--- config.mk ---
export PLATFORM = sky130hd
export DESIGN_NAME = icache_boot_ctrl_flat
export DESIGN_NICKNAME = d
export VERILOG_FILES = /design/src/rtl/icache_boot_ctrl_if.sv /design/src/rtl/icache_boot_ctrl.sv /design/src/flat_wrapper.sv
export SDC_FILE = /design/constraint.sdc
export NUM_CORES = 1
export LEC_CHECK = 0
export CAP_MARGIN = 20
export CORE_ASPECT_RATIO = 0.7
export CORE_MARGIN = 1.5
export CORE_UTILIZATION = 31
export DETAILED_ROUTE_END_ITERATION = 7
export PLACE_DENSITY = 0.88
export SETUP_SLACK_MARGIN = 0.2
export SYNTH_ARGS = -nofsm -noshare
export SYNTH_HDL_FRONTEND = slang
export SYNTH_SLANG_ARGS = --single-unit
--- constraint.sdc ---
create_clock -name Clk -period 2 [get_ports Clk]
set_clock_uncertainty 0.15 [all_clocks]
set_input_delay 0.2 -clock Clk [delete_from_list [all_inputs] [get_ports Clk]]
set_output_delay 0.2 -clock Clk [all_outputs]
set_load 0.01 [all_outputs]
--- src/rtl/icache_boot_ctrl_if.sv ---
// ============================================================================
// Module : icache_boot_ctrl_if
// Brief  : Loader, core and SRAM signal bundle for icache_boot_ctrl.
// Rev    : 1.0 - initial release
// ============================================================================
`default_nettype none

interface icache_boot_ctrl_if #(
  parameter int AW = 8,
  parameter int DW = 32
) ();
  logic          Start;
  logic          Ld_Valid;
  logic [DW-1:0] Ld_Data;
  logic          Ld_Ready;
  logic [AW-1:0] Core_Addr;
  logic          Core_En;
  logic          Core_Done;
  logic          Core_Rst;
  logic [AW-1:0] Sram_Addr;
  logic [DW-1:0] Sram_Data_I;
  logic          Sram_En;
  logic          Sram_RW;
  logic [AW:0]   Word_Cnt;
  logic          Busy;
  logic          Done;
  logic          Timeout;

  // Controller side
  modport slave (
    input  Start, Ld_Valid, Ld_Data, Core_Addr, Core_En, Core_Done,
    output Ld_Ready, Core_Rst, Sram_Addr, Sram_Data_I, Sram_En, Sram_RW,
           Word_Cnt, Busy, Done, Timeout
  );

  // Host / core / SRAM side
  modport master (
    output Start, Ld_Valid, Ld_Data, Core_Addr, Core_En, Core_Done,
    input  Ld_Ready, Core_Rst, Sram_Addr, Sram_Data_I, Sram_En, Sram_RW,
           Word_Cnt, Busy, Done, Timeout
  );
endinterface

`default_nettype wire

--- src/rtl/icache_boot_ctrl.sv ---
// ============================================================================
// Module : icache_boot_ctrl
// Brief  : GPP bring-up: load I-Cache image, pulse core reset, hand SRAM to
//          core fetch, track Done. Macro ICACHE_BOOT_WATCHDOG_EN adds a RUN watchdog.
// Rev    : 1.0 - initial release
// ============================================================================
`default_nettype none

module icache_boot_ctrl #(
  parameter int AW          = 8,
  parameter int DW          = 32,
  parameter int DEPTH       = 256,
  parameter int RST_CYC     = 2,
  parameter int TIMEOUT_CYC = 4096
) (
  input  logic              Clk,
  input  logic              Rst,
  icache_boot_ctrl_if.slave bus
);

  localparam int RCW = (RST_CYC > 1) ? $clog2(RST_CYC) : 1;
  localparam logic [AW:0]    c_LAST_WORD = (AW+1)'(DEPTH - 1);
  localparam logic [RCW-1:0] c_RST_LAST  = RCW'(RST_CYC - 1);

  if (RST_CYC < 1 || DEPTH < 1 || DEPTH > 2**AW || TIMEOUT_CYC < 1) begin : g_param_check
    $error("icache_boot_ctrl: illegal parameter combination");
  end

  typedef enum logic [2:0] {
    S_IDLE     = 3'd0,
    S_LOAD     = 3'd1,
    S_RST_CORE = 3'd2,
    S_RUN      = 3'd3,
    S_FINISH   = 3'd4
  } state_t;

  state_t         state_q, state_d;
  logic [AW:0]    word_cnt_q, word_cnt_d;
  logic [RCW-1:0] rst_cnt_q, rst_cnt_d;
  logic           done_q, done_d;

  logic           ld_ready;
  logic           core_rst;
  logic           sram_en;
  logic           sram_rw;
  logic [AW-1:0]  sram_addr;
  logic [DW-1:0]  sram_data;
  logic           busy;

`ifdef ICACHE_BOOT_WATCHDOG_EN
  localparam int WCW = (TIMEOUT_CYC > 1) ? $clog2(TIMEOUT_CYC) : 1;
  localparam logic [WCW-1:0] c_WD_LAST = WCW'(TIMEOUT_CYC - 1);
  logic [WCW-1:0] wd_q, wd_d;
  logic           timeout_q, timeout_d;
`endif

  always_ff @(posedge Clk) begin
    if (Rst) begin
      state_q    <= S_IDLE;
      word_cnt_q <= '0;
      rst_cnt_q  <= '0;
      done_q     <= 1'b0;
`ifdef ICACHE_BOOT_WATCHDOG_EN
      wd_q       <= '0;
      timeout_q  <= 1'b0;
`endif
    end else begin
      state_q    <= state_d;
      word_cnt_q <= word_cnt_d;
      rst_cnt_q  <= rst_cnt_d;
      done_q     <= done_d;
`ifdef ICACHE_BOOT_WATCHDOG_EN
      wd_q       <= wd_d;
      timeout_q  <= timeout_d;
`endif
    end
  end

  always_comb begin
    state_d    = state_q;
    word_cnt_d = word_cnt_q;
    rst_cnt_d  = rst_cnt_q;
    done_d     = done_q;
`ifdef ICACHE_BOOT_WATCHDOG_EN
    wd_d       = wd_q;
    timeout_d  = timeout_q;
`endif
    ld_ready   = 1'b0;
    core_rst   = 1'b1;
    sram_en    = 1'b0;
    sram_rw    = 1'b0;
    sram_addr  = '0;
    sram_data  = '0;
    busy       = 1'b0;

    case (state_q)
      S_IDLE: begin
        if (bus.Start) begin
          state_d    = S_LOAD;
          word_cnt_d = '0;
        end
      end

      S_LOAD: begin
        busy     = 1'b1;
        ld_ready = 1'b1;
        if (bus.Ld_Valid) begin
          sram_en    = 1'b1;
          sram_rw    = 1'b1;
          sram_addr  = word_cnt_q[AW-1:0];
          sram_data  = bus.Ld_Data;
          word_cnt_d = word_cnt_q + 1'b1;
          if (word_cnt_q == c_LAST_WORD) begin
            state_d   = S_RST_CORE;
            rst_cnt_d = '0;
          end
        end
      end

      S_RST_CORE: begin
        busy = 1'b1;
        if (rst_cnt_q == c_RST_LAST) begin
          state_d = S_RUN;
`ifdef ICACHE_BOOT_WATCHDOG_EN
          wd_d    = '0;
`endif
        end else begin
          rst_cnt_d = rst_cnt_q + 1'b1;
        end
      end

      S_RUN: begin
        busy      = 1'b1;
        core_rst  = 1'b0;
        sram_en   = bus.Core_En;
        sram_addr = bus.Core_Addr;
        // Core_Done wins over a watchdog expiry in the same cycle
        if (bus.Core_Done) begin
          state_d = S_FINISH;
          done_d  = 1'b1;
        end
`ifdef ICACHE_BOOT_WATCHDOG_EN
        else if (wd_q == c_WD_LAST) begin
          state_d   = S_FINISH;
          done_d    = 1'b1;
          timeout_d = 1'b1;
        end else begin
          wd_d = wd_q + 1'b1;
        end
`endif
      end

      S_FINISH: begin
        if (bus.Start) begin
          state_d    = S_LOAD;
          word_cnt_d = '0;
          done_d     = 1'b0;
`ifdef ICACHE_BOOT_WATCHDOG_EN
          timeout_d  = 1'b0;
`endif
        end
      end

      default: state_d = S_IDLE;
    endcase
  end

  assign bus.Ld_Ready    = ld_ready;
  assign bus.Core_Rst    = core_rst;
  assign bus.Sram_En     = sram_en;
  assign bus.Sram_RW     = sram_rw;
  assign bus.Sram_Addr   = sram_addr;
  assign bus.Sram_Data_I = sram_data;
  assign bus.Word_Cnt    = word_cnt_q;
  assign bus.Busy        = busy;
  assign bus.Done        = done_q;
`ifdef ICACHE_BOOT_WATCHDOG_EN
  assign bus.Timeout     = timeout_q;
`else
  assign bus.Timeout     = 1'b0;
`endif

endmodule

`default_nettype wire

--- src/flat_wrapper.sv ---
// flat-port wrapper written by rule: the top's interface ports become plain ports
module icache_boot_ctrl_flat 
#(
  parameter int AW          = 8,
  parameter int DW          = 32,
  parameter int DEPTH       = 256,
  parameter int RST_CYC     = 2,
  parameter int TIMEOUT_CYC = 4096
)
  (Clk, Rst, bus_Start, bus_Ld_Valid, bus_Ld_Data, bus_Core_Addr, bus_Core_En, bus_Core_Done, bus_Ld_Ready, bus_Core_Rst, bus_Sram_Addr, bus_Sram_Data_I, bus_Sram_En, bus_Sram_RW, bus_Word_Cnt, bus_Busy, bus_Done, bus_Timeout);
  icache_boot_ctrl_if #(.AW(AW), .DW(DW)) bus_i ();
  input  logic Clk;
  input  logic Rst;
  input wire logic [$bits(bus_i.Start)-1:0] bus_Start;
  input wire logic [$bits(bus_i.Ld_Valid)-1:0] bus_Ld_Valid;
  input wire logic [$bits(bus_i.Ld_Data)-1:0] bus_Ld_Data;
  input wire logic [$bits(bus_i.Core_Addr)-1:0] bus_Core_Addr;
  input wire logic [$bits(bus_i.Core_En)-1:0] bus_Core_En;
  input wire logic [$bits(bus_i.Core_Done)-1:0] bus_Core_Done;
  output wire logic [$bits(bus_i.Ld_Ready)-1:0] bus_Ld_Ready;
  output wire logic [$bits(bus_i.Core_Rst)-1:0] bus_Core_Rst;
  output wire logic [$bits(bus_i.Sram_Addr)-1:0] bus_Sram_Addr;
  output wire logic [$bits(bus_i.Sram_Data_I)-1:0] bus_Sram_Data_I;
  output wire logic [$bits(bus_i.Sram_En)-1:0] bus_Sram_En;
  output wire logic [$bits(bus_i.Sram_RW)-1:0] bus_Sram_RW;
  output wire logic [$bits(bus_i.Word_Cnt)-1:0] bus_Word_Cnt;
  output wire logic [$bits(bus_i.Busy)-1:0] bus_Busy;
  output wire logic [$bits(bus_i.Done)-1:0] bus_Done;
  output wire logic [$bits(bus_i.Timeout)-1:0] bus_Timeout;
  assign bus_i.Start = bus_Start;
  assign bus_i.Ld_Valid = bus_Ld_Valid;
  assign bus_i.Ld_Data = bus_Ld_Data;
  assign bus_i.Core_Addr = bus_Core_Addr;
  assign bus_i.Core_En = bus_Core_En;
  assign bus_i.Core_Done = bus_Core_Done;
  assign bus_Ld_Ready = bus_i.Ld_Ready;
  assign bus_Core_Rst = bus_i.Core_Rst;
  assign bus_Sram_Addr = bus_i.Sram_Addr;
  assign bus_Sram_Data_I = bus_i.Sram_Data_I;
  assign bus_Sram_En = bus_i.Sram_En;
  assign bus_Sram_RW = bus_i.Sram_RW;
  assign bus_Word_Cnt = bus_i.Word_Cnt;
  assign bus_Busy = bus_i.Busy;
  assign bus_Done = bus_i.Done;
  assign bus_Timeout = bus_i.Timeout;
  icache_boot_ctrl #(.AW(AW), .DW(DW), .DEPTH(DEPTH), .RST_CYC(RST_CYC), .TIMEOUT_CYC(TIMEOUT_CYC)) u_core (.Clk(Clk), .Rst(Rst), .bus(bus_i));
endmodule
==> run metrics, run 1 <==
PwrDens roughly 360 mW/mm²; critical path class register to primary output; share of the synthesized area in the top cell type around 25%; Hold Path Sink u_core.bus.Word_Cnt[8]; Slew @ Worst Pin between 0.6 and 0.7 ns; post-route cell area around 0.0025 mm²; max_cap viols 0; hold depth 2; Area Overhead vs Synth 123%; crit path launch type register; fmax approximately 540 MHz; Core Area 0.00328 mm²; Area after DPL roughly 0.0022 mm²; Commonest cells post-synth and2_1 (32), dfxtp_1 (14), nand2_1 (10); CTS Buf Count 3; CP Capture Type primary output; register area share after synthesis between 20% and 30%; die height 53.1 µm; Clock Root Buffer clkbuf_8; H-tree depth 1; synth unique cells 35; Async SR Flop Fraction 0%; Avg Cell Area, Syn approximately 7.6 µm²; Leakage 1.07 nW; Crit. Startpoint u_core.state_q[2]; fin. max-slew vios 0; initial antenna violation count 0; # port buffers 100; FILL cells 256; GP Congestion 0.837; Cells after Synth around 150; area leader, netlist dfxtp_1; Worst R2R Setup Slack ~0.22 ns; post-DR vias/cell ~5; Mapped Area around 0.0011 mm²; final core utilization roughly 76%; Reg clk slew, reported paths approximately 0.060 ns; clk sinks 14; hpwl dp just over 3000 µm; Synth area leaders dfxtp_1 (25%), and2_1 (18%), a22o_1 (4.7%); Worst EP arrival 1.51 ns; aggregate global routing overflow 0; setup TNS 0 ns; Pre-antenna DRT Iters 4; Worst Path Required ~1.7 ns; maximum vdd drop ~300 µV; Reg2Reg Depth 4; fin crit period 1.86 ns; Vias roughly 1500; Wirelength per Cell roughly 16 µm; final setup violation count 0; Final WS setup between 0.1 and 0.15 ns; Total Wirelength 4950 µm; Max-slew headroom between 50% and 60%; first-pass GRT wire length 6330 µm; # rows 17; status completed; Post-Place Worst Slack -0.186 ns; initial core utilization 34.0%; Pwr Total around 0.9 mW; CTS max path bufs 2; antenna fix cells 0; Synth Register Bits 14; Top FF cell, synth dfxtp_1; Syn. warnings 0; vias in the first global route 1287; min-delay src u_core.bus.Word_Cnt[8]; worst-skew pair later-pin latency roughly 0.25 ns; Tcrit/Tclk final between 90% and 100%; RSZ-0062 raised after global routing yes; Post-synth EDFFs 0; GR Util All Layers a little over a fifth; I/O Pins a little over 100; largest net degree at the start of global routing 23; TritonCTS clock tree yes; final hold vios 0; share of cells above drive strength 1 40.8%; reg2reg start u_core.state_q[1]; most frequent cell after synthesis and2_1; full die area 0.00396 mm²; DRC 0; synthesized net count just under 200; worst-path maximum fanout 5; ANT nets after route 0; worst min path class register to register; die width about 75 µm; nets@finish ~310; worst r2r dst u_core.bus.Word_Cnt[5]; drt first-iter violations 84
[placed cells by master, fill, tap and decap left out, types with 4 or more instances in the layout]
cell	count
clkdlybuf4s50_1	54
buf_6	23
and2_4	19
buf_2	18
and2_1	13
buf_4	13
nand2_1	10
dfxtp_1	9
nor3_1	8
a21oi_1	8
a22o_1	6
nor2_1	6
nor3b_1	5
inv_1	5
nand3_1	5
clkbuf_8	4
clkbuf_16	4
dlygate4sd2_1	4
clkbuf_2	4
[critical path, cell delays in order (launching register included)]
cell and delay [ns]:
dfxtp_2 0.33, nand4bb_4 0.23, inv_2 0.09, buf_6 0.16, clkbuf_16 0.16, and2_1 0.15, buf_2 0.14
[power by group]
part,internal (mW),switching (mW),total (mW)
clock network,0.175,0.108,0.283
logic,0.207,0.118,0.324
registers,0.281,0.00617,0.287
total,0.662,0.232,0.895
[repair_timing]
item                       CTS  global route
hold buffers                 0             0
gates cloned                 2             5
pin swaps                    2            12
resized for setup          134            91
buffers inserted             3             0
setup endpoints to repair   48            48
[per-layer routing]
| layer | part of all wire, % | track usage, % | routed length [µm] | vias to the layer above |
|---|---|---|---|---|
| met3 | 7.3 | 5.14 | 362 | 0 |
| met5 | 0 | 0 | 0 | - |
| met4 | 0 | 1.82 | 0 | 0 |
| met2 | 49 | 35.1 | 2450 | 75 |
| met1 | 43 | 29.1 | 2140 | 736 |
| li1 | - | - | - | 733 |
[worst max-delay path by stage]
stage / endpoint / slack [ns] / depth (start not counted)
floorplan: u_core.bus.Word_Cnt[5] / 0.25 / 5
global placement: bus_Sram_Addr[7] / -0.14 / 6
detailed placement: bus_Sram_Data_I[19] / -0.19 / 6
CTS: bus_Sram_Data_I[19] / 0.07 / 6
global route: bus_Sram_Data_I[19] / 0.12 / 6
finish: bus_Sram_Data_I[6] / 0.14 / 6
[registers in the layout, indices dropped and copies added (netlist names)]
register and flops:
u_core.state_q 3, u_core.bus.Word_Cnt 9, u_core.bus.Done 1, u_core.rst_cnt_q 1
[logic make-up (layout without fill, tap and decap cells)]
logic type | count (synthesis) | in the layout | synth area share [%]
adders and majority gates | 2 | 2 | 2.25
AOI/OAI and AO/OA | 26 | 26 | 17.2
DFF | 14 | 14 | 25.2
buffers and inverters | 20 | 134 | 9.00
other | 1 | 1 | 0.337
muxes | 5 | 5 | 4.95
and+or+nand+nor | 78 | 78 | 41.1
[final cells by class]
type,instances,area [µm²],area share (%)
Timing Repair Buffer,124,1230,49.6
Multi-Input combinational cell,112,821,33.1
Sequential cell,14,292,11.8
Tap cell,47,58.8,2.37
Clock buffer,4,55.1,2.22
Inverter,6,22.5,0.909
[per-stage QoR]
step,cells,hold slack (ns)
after floorplan,146,0.186
after global placement,293,0.319
after detailed placement,293,0.342
after CTS,302,0.351
after global routing,307,0.387
final,307,0.365
No activity file was read; power rests on OpenSTA's default activity.
==> run 2: changes to the inputs <==
--- a/config.mk
+++ b/config.mk
@@ -10,6 +10,7 @@
 export CORE_MARGIN = 1.5
 export CORE_UTILIZATION = 31
 export DETAILED_ROUTE_END_ITERATION = 7
+export GPL_ROUTABILITY_DRIVEN = 0
 export PLACE_DENSITY = 0.88
 export SETUP_SLACK_MARGIN = 0.2
 export SYNTH_ARGS = -nofsm -noshare
==> results of run 2 <==
Final layout, timing and power as in run 1 (identical DEF).
==> edit (config.mk and constraints of run 1) <==
`RST_CYC` is set to 2 in 2 places; all go to 1.
--- a/src/rtl/icache_boot_ctrl.sv
+++ b/src/rtl/icache_boot_ctrl.sv
@@ -12,3 +12,3 @@
   parameter int DEPTH       = 256,
-  parameter int RST_CYC     = 2,
+  parameter int RST_CYC     = 1,
   parameter int TIMEOUT_CYC = 4096
--- a/src/flat_wrapper.sv
+++ b/src/flat_wrapper.sv
@@ -6,3 +6,3 @@
   parameter int DEPTH       = 256,
-  parameter int RST_CYC     = 2,
+  parameter int RST_CYC     = 1,
   parameter int TIMEOUT_CYC = 4096
Check against the original RTL: no difference found for any inputs over 10 cycles, from zero or initial values and one cycle with Rst high; that may be too few to reach the edited logic, so the function may still have changed.
==> edit against run 1 <==
The run now ends with negative setup slack left; largest cell class unchanged; critical endpoint is now bus_Sram_Data_I[3]; clock power fell by 15%; count of clock-buffer cells in the layout unchanged; wire length is 14% higher; core utilization increased by 12 points; setup slack worse by 170 ps; synthesized cell count down 13%; fmax shrank 8.5%; total power fell by 6.4%; final area up 2.2%; sequential power decreased by 8.0%; first-iteration DRC count rose by 51%; synthesized area fell by 11%; sequential cell count is 1 lower.
==> edit: results (changes against run 1) <==
[status]
status = finished, violations left  ; was finished, final reports clean
violations = negative setup slack

[cells_and_area]
drive_gt1_share_pct = 53.6  ; was 40.8%
fin_nets = 299  ; was 309
largest_register_ffs = 9  ; unchanged
antenna_cells = 0  ; unchanged
num-fill-cells = 129  ; was 256

[sta]
setup_violations = 7  ; was 0
setup_tns_ps = -147  ; was 0 ps
layout_setup_ws_ps = -30.2  ; was 142 ps

[setup_path]
r2r-start = u_core.state_q[2]  ; was u_core.state_q[1]
r2r_cells = 9  ; was 4
crit_slowest_cell = dfxtp_4  ; was dfxtp_2
r2r_end = u_core.bus.Word_Cnt[6]  ; was u_core.bus.Word_Cnt[5]
crit_path_end = bus_Sram_Data_I[3]  ; was bus_Sram_Data_I[6]
crit_fanout = 3  ; was 5
cp.arrival_ps = 1680  ; was 1510 ps
critPathMaxStageDelay_ps = 350  ; was 330 ps

[synthesis]
muxShareOfSynthArea_pct = 0  ; was 4.95%
syn_nets = 175  ; was 194
synth_xor_area_share_pct = 3.56  ; was 0%
synth-compound-area-share_pct = 20.3  ; was 17.2%
synthAdderAreaFrac_pct = 2.54  ; was 2.25%
synthTopCellsByCount = and2_1 (32), dfxtp_1 (13), nor2_1 (12)  ; was and2_1 (32), dfxtp_1 (14), nand2_1 (10)
synth_area_leaders = dfxtp_1 (26%), and2_1 (20%), a22o_1 (7.1%)  ; was dfxtp_1 (25%), and2_1 (18%), a22o_1 (4.7%)
async_flop_share_pct = 0  ; unchanged
yosysWarnings = 0  ; unchanged
synth_ff_type = dfxtp_1  ; unchanged
seq_area_frac_synth_pct = 26.4  ; was 25.2%

[hold_path]
worstHoldPathType = reg2reg  ; unchanged

[clocking]
cts-root-buf = clkbuf_8  ; unchanged
cts_buffers = 3  ; unchanged
clkLatencyLatePin_ps = 250  ; about the same
clkTransAtPathRegs_ps = 50

[routing]
via_per_inst = 5.38  ; was 5.03
drt_iter0_drc = 127  ; was 84
wl_met1_mm = 2.08  ; was 2.14 mm
first_pass_iters = 4  ; unchanged
dr_wl_met2_mm = 2.83  ; was 2.45 mm
wl_mm = 5.63  ; was 4.95 mm
dr_wl_met3_um = 556  ; was 362 um
top_layer = met4  ; was met3

[placement]
port_buffers = 100  ; unchanged
gp_congestion = 0.815  ; was 0.837
place_ws_ps = -323  ; was -186 ps
place_hpwl_mm = 2.83  ; was 3.11 mm

[power_and_ir_drop]
leakagePower_nw = 1.11  ; was 1.07 nW
ir_drop_mv = 0.273  ; was 0.301 mV

[grt]
grt_pass1_wl_mm = 7.66  ; was 6.33 mm
grt_antenna_before_repair = 0  ; unchanged
grt_max_degree = 23  ; unchanged
grt_pass1_vias = 1519  ; was 1287
grt_use_total_pct = 28.1  ; was 21.2%
gr-total-overflow = 0  ; unchanged

[edit: changes by cell type after synthesis, sizes merged, moves of 4 or more]
cell and change:
nand2 -6, nand3 -5, xor2 +4, nor3 -7
a211oi -5, mux2 -4, nor2 +6
[edit: critical path: cells and delay by family, from the launching register on]
kind | cells | cell delay [ps]
flip-flops | 1 | 350
buffers and inverters | 5 | 590
AND/OR/NAND/NOR | 2 | 480
[edit: final cells by class]
| class | count | area, sq um | share of cell area, % |
|---|---|---|---|
| clock buffer | 4 | 45.0 | 1.78 |
| inverter | 3 | 11.3 | 0.444 |
| multi-input combinational | 98 | 842 | 33.2 |
| sequential | 13 | 280 | 11.1 |
| tap | 36 | 45.0 | 1.78 |
| timing repair buffer | 132 | 1310 | 51.7 |
[edit: per-layer routing]
metal | GRT usage [%] | vias to the layer above
met5 | 0 | -
met4 | 12.2 | 0
met3 | 7.83 | 21
met2 | 51.4 | 120
met1 | 30.7 | 718
li1 | - | 679
[edit: what timing repair did]
action	in CTS	in global routing
pin swaps	24	21
buffers inserted	15	4
setup endpoints to repair	51	53
hold buffers	0	0
endpoints found under the hold margin	0	0
gates resized for setup	181	102
cloned	4	1
[edit: where the power goes]
group,leakage (nW),total [W],switching [W],internal (W)
Combinational,0.975,0.000332,0.000121,0.000212
Clock,0.0228,0.000241,0.000100,0.000141
Sequential,0.110,0.000264,0.00000526,0.000258
[edit: worst min path at each step]
stage / start / to / cells past startpoint
floorplan: bus_Core_Done / u_core.state_q[2] / 2
global placement: u_core.bus.Word_Cnt[7] / u_core.bus.Word_Cnt[7] / 2
detailed placement: u_core.bus.Word_Cnt[7] / u_core.bus.Word_Cnt[7] / 2
CTS: u_core.bus.Word_Cnt[7] / u_core.bus.Word_Cnt[7] / 2
global route: u_core.bus.Word_Cnt[7] / u_core.bus.Word_Cnt[7] / 2
finish: u_core.bus.Word_Cnt[7] / u_core.bus.Word_Cnt[7] / 2
[edit: stage by stage]
| step | power [W] | hold WS (ps) | utilization [%] | cell area [sq um] | instances |
|---|---|---|---|---|---|
| after floorplan | 0.000342 | 187 | - | 985 | 127 |
| after global placement | 0.000498 | 335 | 70.4 | 2040 | 258 |
| after detailed placement | 0.000502 | 361 | 70.4 | 2040 | 258 |
| after CTS | 0.000764 | 375 | 78.5 | 2280 | 281 |
| after global routing | 0.000866 | 401 | 87.3 | 2530 | 286 |
| final | 0.000837 | 390 | 87.3 | 2530 | 286 |
[edit: logic make-up after synthesis]
kind of cell | Yosys count
DFF | 13
buffers and inverters | 16
and+or+nand+nor | 63
xor gates and xnor gates | 4
adders and majority gates | 2
other | 1
AOI/OAI and AO/OA | 28
